===== config.mk =====
export PLATFORM = sky130hd
export DESIGN_NAME = pipe_stage_buf
export DESIGN_NICKNAME = d
export VERILOG_FILES = /design/src/rtl/pipe_stage_buf_pkg.sv /design/src/rtl/pipe_stage_buf.sv
export SDC_FILE = /design/constraint.sdc
export NUM_CORES = 1
export LEC_CHECK = 0
export BUFFER_PORTS_ARGS = -buffer_cell sky130_fd_sc_hd__buf_2
export CAP_MARGIN = 15
export CORE_MARGIN = 3
export CORE_UTILIZATION = 30
export CTS_CLUSTER_SIZE = 40
export DETAILED_ROUTE_END_ITERATION = 8
export GPL_TIMING_DRIVEN = 0
export PLACE_DENSITY_LB_ADDON = 0.15
export SETUP_SLACK_MARGIN = 0.4
export SLEW_MARGIN = 40
export SYNTH_ARGS = -nofsm -noshare
export SYNTH_HDL_FRONTEND = slang
export SYNTH_SLANG_ARGS = --single-unit

===== constraint.sdc =====
create_clock -name clk -period 1.7 [get_ports clk]
set_clock_uncertainty 0.05 [all_clocks]
set_input_delay 0.34 -clock clk [delete_from_list [all_inputs] [get_ports clk]]
set_output_delay 0.34 -clock clk [all_outputs]
set_load 0.01 [all_outputs]

===== src/rtl/pipe_stage_buf_pkg.sv =====
// Shared pipeline definitions: buffer state encoding and occupancy width.
// The state encoding doubles as the occupancy count.
package pipe_stage_buf_pkg;

  localparam int OCC_W = 2;

  typedef enum logic [OCC_W-1:0] {
    EMPTY = 2'd0,
    HALF  = 2'd1,
    FULL  = 2'd2
  } stage_state_e;

endpackage


===== src/rtl/pipe_stage_buf.sv =====
// Valid/ready pipeline stage buffer: 2-entry skid buffer (SKID=1) or
// 1-entry buffer with pass-through ready (SKID=0).
module pipe_stage_buf
  import pipe_stage_buf_pkg::*;
#(
  parameter int WIDTH = 64,
  parameter bit SKID  = 1'b1
) (
  input  logic             clk,
  input  logic             rst_n,
  input  logic             flush,
  input  logic             in_valid,
  output logic             in_ready,
  input  logic [WIDTH-1:0] in_data,
  output logic             out_valid,
  input  logic             out_ready,
  output logic [WIDTH-1:0] out_data,
  output logic [OCC_W-1:0] occupancy
);

  stage_state_e     state_q, state_d;
  logic [WIDTH-1:0] head_q, head_d;
  logic [WIDTH-1:0] skid_q, skid_d;
  logic             in_fire, out_fire;

  assign out_valid = (state_q != EMPTY);
  assign out_data  = head_q;
  assign occupancy = state_q;
  assign in_fire   = in_valid & in_ready;
  assign out_fire  = out_valid & out_ready;

  // Skid mode breaks the ready path; pass-through mode trades that for one register.
  generate
    if (SKID) begin : g_skid_ready
      assign in_ready = (state_q != FULL);
    end else begin : g_pass_ready
      assign in_ready = ~out_valid | out_ready;
    end
  endgenerate

  // Vacated registers are zeroed so out_data reads 0 whenever nothing is held.
  always_comb begin
    state_d = state_q;
    head_d  = head_q;
    skid_d  = skid_q;
    case (state_q)
      EMPTY: begin
        if (in_fire) begin
          state_d = HALF;
          head_d  = in_data;
        end
      end
      HALF: begin
        if (in_fire && out_fire) begin
          head_d = in_data;
        end else if (in_fire && SKID) begin
          state_d = FULL;
          skid_d  = in_data;
        end else if (out_fire) begin
          state_d = EMPTY;
          head_d  = '0;
        end
      end
      FULL: begin
        if (out_fire) begin
          state_d = HALF;
          head_d  = skid_q;
          skid_d  = '0;
        end
      end
      default: begin
        state_d = EMPTY;
        head_d  = '0;
        skid_d  = '0;
      end
    endcase
    if (flush) begin
      state_d = EMPTY;
      head_d  = '0;
      skid_d  = '0;
    end
  end

  always_ff @(posedge clk or negedge rst_n) begin
    if (!rst_n) begin
      state_q <= EMPTY;
      head_q  <= '0;
      skid_q  <= '0;
    end else begin
      state_q <= state_d;
      head_q  <= head_d;
      skid_q  <= skid_d;
    end
  end

endmodule


==> results.md <==
* Mapped Cells at approximately 520
* Wire length on met1 at 8590 um
* Grt total ovfl at 0
* Minimum clock period at 1.92 ns
* Buffer depth of the longest clock path at 2
* CP Launch Type: flop
* Setup WS post-layout at -0.218 ns
* Drt initial violations at just over 200
* CTS tree: built
* Sequential share of the synthesized area at 54.8%
* P per Cell Area at just over 900 nW/um2
* Max Used Layer: met4
* Switching share of power at around 26%
* Die Span X at 147 um
* CTS Buf Count at 17
* Synthesized area per cell at 11.5 um2
* Antenna violations before repair at 0
* CP Class: flop to flop
* Highest clock rate at 522 MHz
* Root Buffer: clkbuf_16
* Leak at 4.92 nW
* Sw Pwr at 2.38 mW
* Yosys reg bits at 130
* Synth cell types at 23
* Layout fillers at 1643
* Violated checks: setup timing
* Slew Viols, Final at 0
* Area of the multi-input gates at 2640 um2
* Dpl ws at -0.210 ns
* Synth Net Count at 585
* DIE AREA at 21500 um2
* Final routed DRC violation total at 0
* CP endpoint kind: flop
* Slew HR at 73.6%
* Slowest CP cell: dfrtp_1
* Initial Utilization at 31.1%
* Unrepaired setup endpoints after global routing: true
* CTS sink cnt at 130
* Final period utilization at 113%
* GRT Total Usage at 17.6%
* DRT Pass-1 Iters at 5
* Core Box Area at between 15000 and 20000 um2
* DIE HEIGHT at 147 um
* # diodes at 0
* CP top delay family: buffers and inverters
* Worst Hold Class: input pin to flop
* Vias in the first global route at 5373
* Internal Pwr Total at between 6 and 7 mW
* Via density at around 4.8
* First-pass GRT wire length at 29700 um
* Actual slew at the worst max-slew pin at 0.395 ns
* Overall Power at 9.15 mW
* Largest net degree at the start of global routing at 67
* Setup Viol. Count Final at 129
* H-Tree Depth at 4
* Ports at 137
* Crit-path max FO at 8
* Worst skew pair latency at between 0.4 and 0.5 ns
* DR WL met3 at 853 um
* Arr. time, crit path at 2.20 ns
* Routability cong. at around 0.75
* Remaining antenna violation count at 0
* Critical Path RT at 1.99 ns
* CP peak stage delay at 0.40 ns
* Cell area after synthesis at 5930 um2
* Max cap viols at 0
* Clock power frac at 39.7%
* Status: complete, but fails checks
* Seq. cell area at roughly 3300 um2
* WP buf/inv at 6
* Reg clk slew, reported paths at 0.06 ns
* Dpl hpwl at approximately 11000 um
* Synth warnings at 0
* Worst vdd ir at approximately 0.00066 V
* FP Rows at 50
* Comb pwr share at ~23%
* Critical path cell sequence: buf_6 > buf_6 > mux2i_4 > buf_6 > nor3_4 > a31oi_4 > buf_12 > buf_12 > buf_16 > o2bb2ai_2
* Per-cell routed wire length at ~18 um
* Wire length on met2 at 9200 um
* Sequential share of power at 37.2%
* IO Port Bufs at 135
* Hold Vio Cnt, Final at 0
* Share of cells above drive strength 1 at about half
* Crit path top cell by count: buf_6
* Routed wire length at 18900 um
* NumNets Final at 881
* Area Growth Syn to Fin at 70.4%
* Vias at 5163
-- synthesized netlist by cell type --
cell type	count	share of area, %
nor2_4	1	0.19
nor3b_1	1	0.13
a21oi_1	2	0.17
a22oi_1	64	8.1
buf_6	7	1.3
a31oi_4	1	0.36
nor2_1	3	0.19
dfrtp_1	130	55
o2bb2ai_1	54	8.0
nor3_1	1	0.084
or2_2	1	0.11
clkbuf_1	1	0.063
buf_4	11	1.4
o2bb2ai_2	10	2.5
and2b_1	1	0.13
buf_2	23	1.9
mux2i_1	67	11
a211oi_1	1	0.13
o21a_1	2	0.25
inv_1	67	4.2
nand2_1	66	4.2
nand3b_1	1	0.13
a21oi_4	1	0.27
-- registers in the layout, indices dropped and copies added, names as in the netlist --
register and cells:
occupancy 2, out_data 64, skid_q 64
-- final timing paths --
check,from,endpoint,slack [ns],cells past startpoint
worst max-delay path,occupancy[0],out_data[51],-0.22,10
worst min-delay path,in_data[12],skid_q[12],0.13,3
worst max register to register,occupancy[0],out_data[51],-0.22,10
worst min register to register,out_data[53],out_data[53],0.44,1
max in group asynchronous,rst_n,skid_q[33],0.57,3
min in group asynchronous,rst_n,out_data[60],0.37,2
-- cell type report --
class	count	share of cell area, %
Timing Repair Buffer	277	24.9
Buffer	42	5.40
Inverter	67	2.51
Clock buffer	23	4.93
Tap cell	260	3.22
Multi-Input combinational cell	277	26.1
Sequential cell	130	32.2
Clock inverter	5	0.767
-- per-stage QoR --
step | hold WS (ns) | utilization, % | TNS (ns) | cells | cell area, um2
after floorplan | -0.00559 | - | 0 | 516 | 6010
after global placement | 0.417 | 36.8 | -213.30 | 911 | 7010
after detailed placement | 0.279 | 37.0 | -10.37 | 912 | 7050
after CTS | 0.101 | 49.8 | -10.58 | 1047 | 9500
after global routing | 0.115 | 53.0 | -23.31 | 1081 | 10100
final | 0.126 | 53.0 | -14.97 | 1081 | 10100
-- cells in the final DEF (no fill, tap or decap) --
master / instances
clkinvlp_4: 1
a31oi_4: 1
inv_1: 66
mux2i_4: 1
o2bb2ai_1: 12
clkbuf_1: 1
buf_2: 130
o2bb2ai_4: 13
or2_2: 1
buf_6: 28
bufinv_16: 2
buf_8: 12
o2bb2ai_2: 39
nor3_4: 1
a21oi_4: 2
and2b_2: 1
clkbuf_2: 1
a211oi_2: 1
buf_4: 97
mux2i_1: 66
buf_12: 28
nor3b_2: 1
nand2_1: 66
a22oi_1: 64
bufbuf_16: 2
clkinv_2: 2
clkbuf_16: 17
inv_4: 1
dlygate4sd3_1: 1
a21oi_1: 1
nor2_4: 2
nor2_1: 2
o21a_1: 1
o21a_4: 1
clkbuf_8: 5
buf_16: 20
dfrtp_1: 130
nand3b_1: 1
-- layer usage --
metal  vias up  track usage, %
met2       129            28.0
met5         -               0
met3        23            3.66
li1       2417               -
met1      2594            23.8
met4         0            6.07
-- cells by family (layout without fill, tap and decap cells) --
kind of cell | after synthesis | after routing | share of synthesized area (%)
muxes | 67 | 67 | 11.3
DFF | 130 | 130 | 54.8
buffers and inverters | 109 | 414 | 8.96
and+or+nand+nor | 75 | 75 | 5.12
AOI/OAI and AO/OA | 135 | 135 | 19.8
-- power by group through the flow --
stage               Clock (mW)  Combinational (mW)  Sequential (mW)
floorplan                    0               0.591             3.50
global route              3.84                2.26             3.43
CTS                       3.69                1.90             3.40
finish                    3.63                2.11             3.41
global placement             0                1.10             3.46
detailed placement           0                1.13             3.46
-- worst register-to-register path, delay by kind of cell (launching register included) --
family / cells / cell delay, ns
multiplexers: 1 / 0.18
AND/OR/NAND/NOR: 1 / 0.18
flip-flops: 1 / 0.40
AO/OA/AOI/OAI: 2 / 0.18
buffers and inverters: 6 / 0.84
-- timing repair --
action                                  4_1_cts  5_1_grt
gates resized for setup                     120       45
buffers inserted                             84       34
endpoints found under the setup margin      197      263
endpoints found under the hold margin        64        0
cloned                                       22        0
hold buffers                                  1        0
pin swaps                                     5        0
No activity file was read; power rests on OpenSTA's default activity.
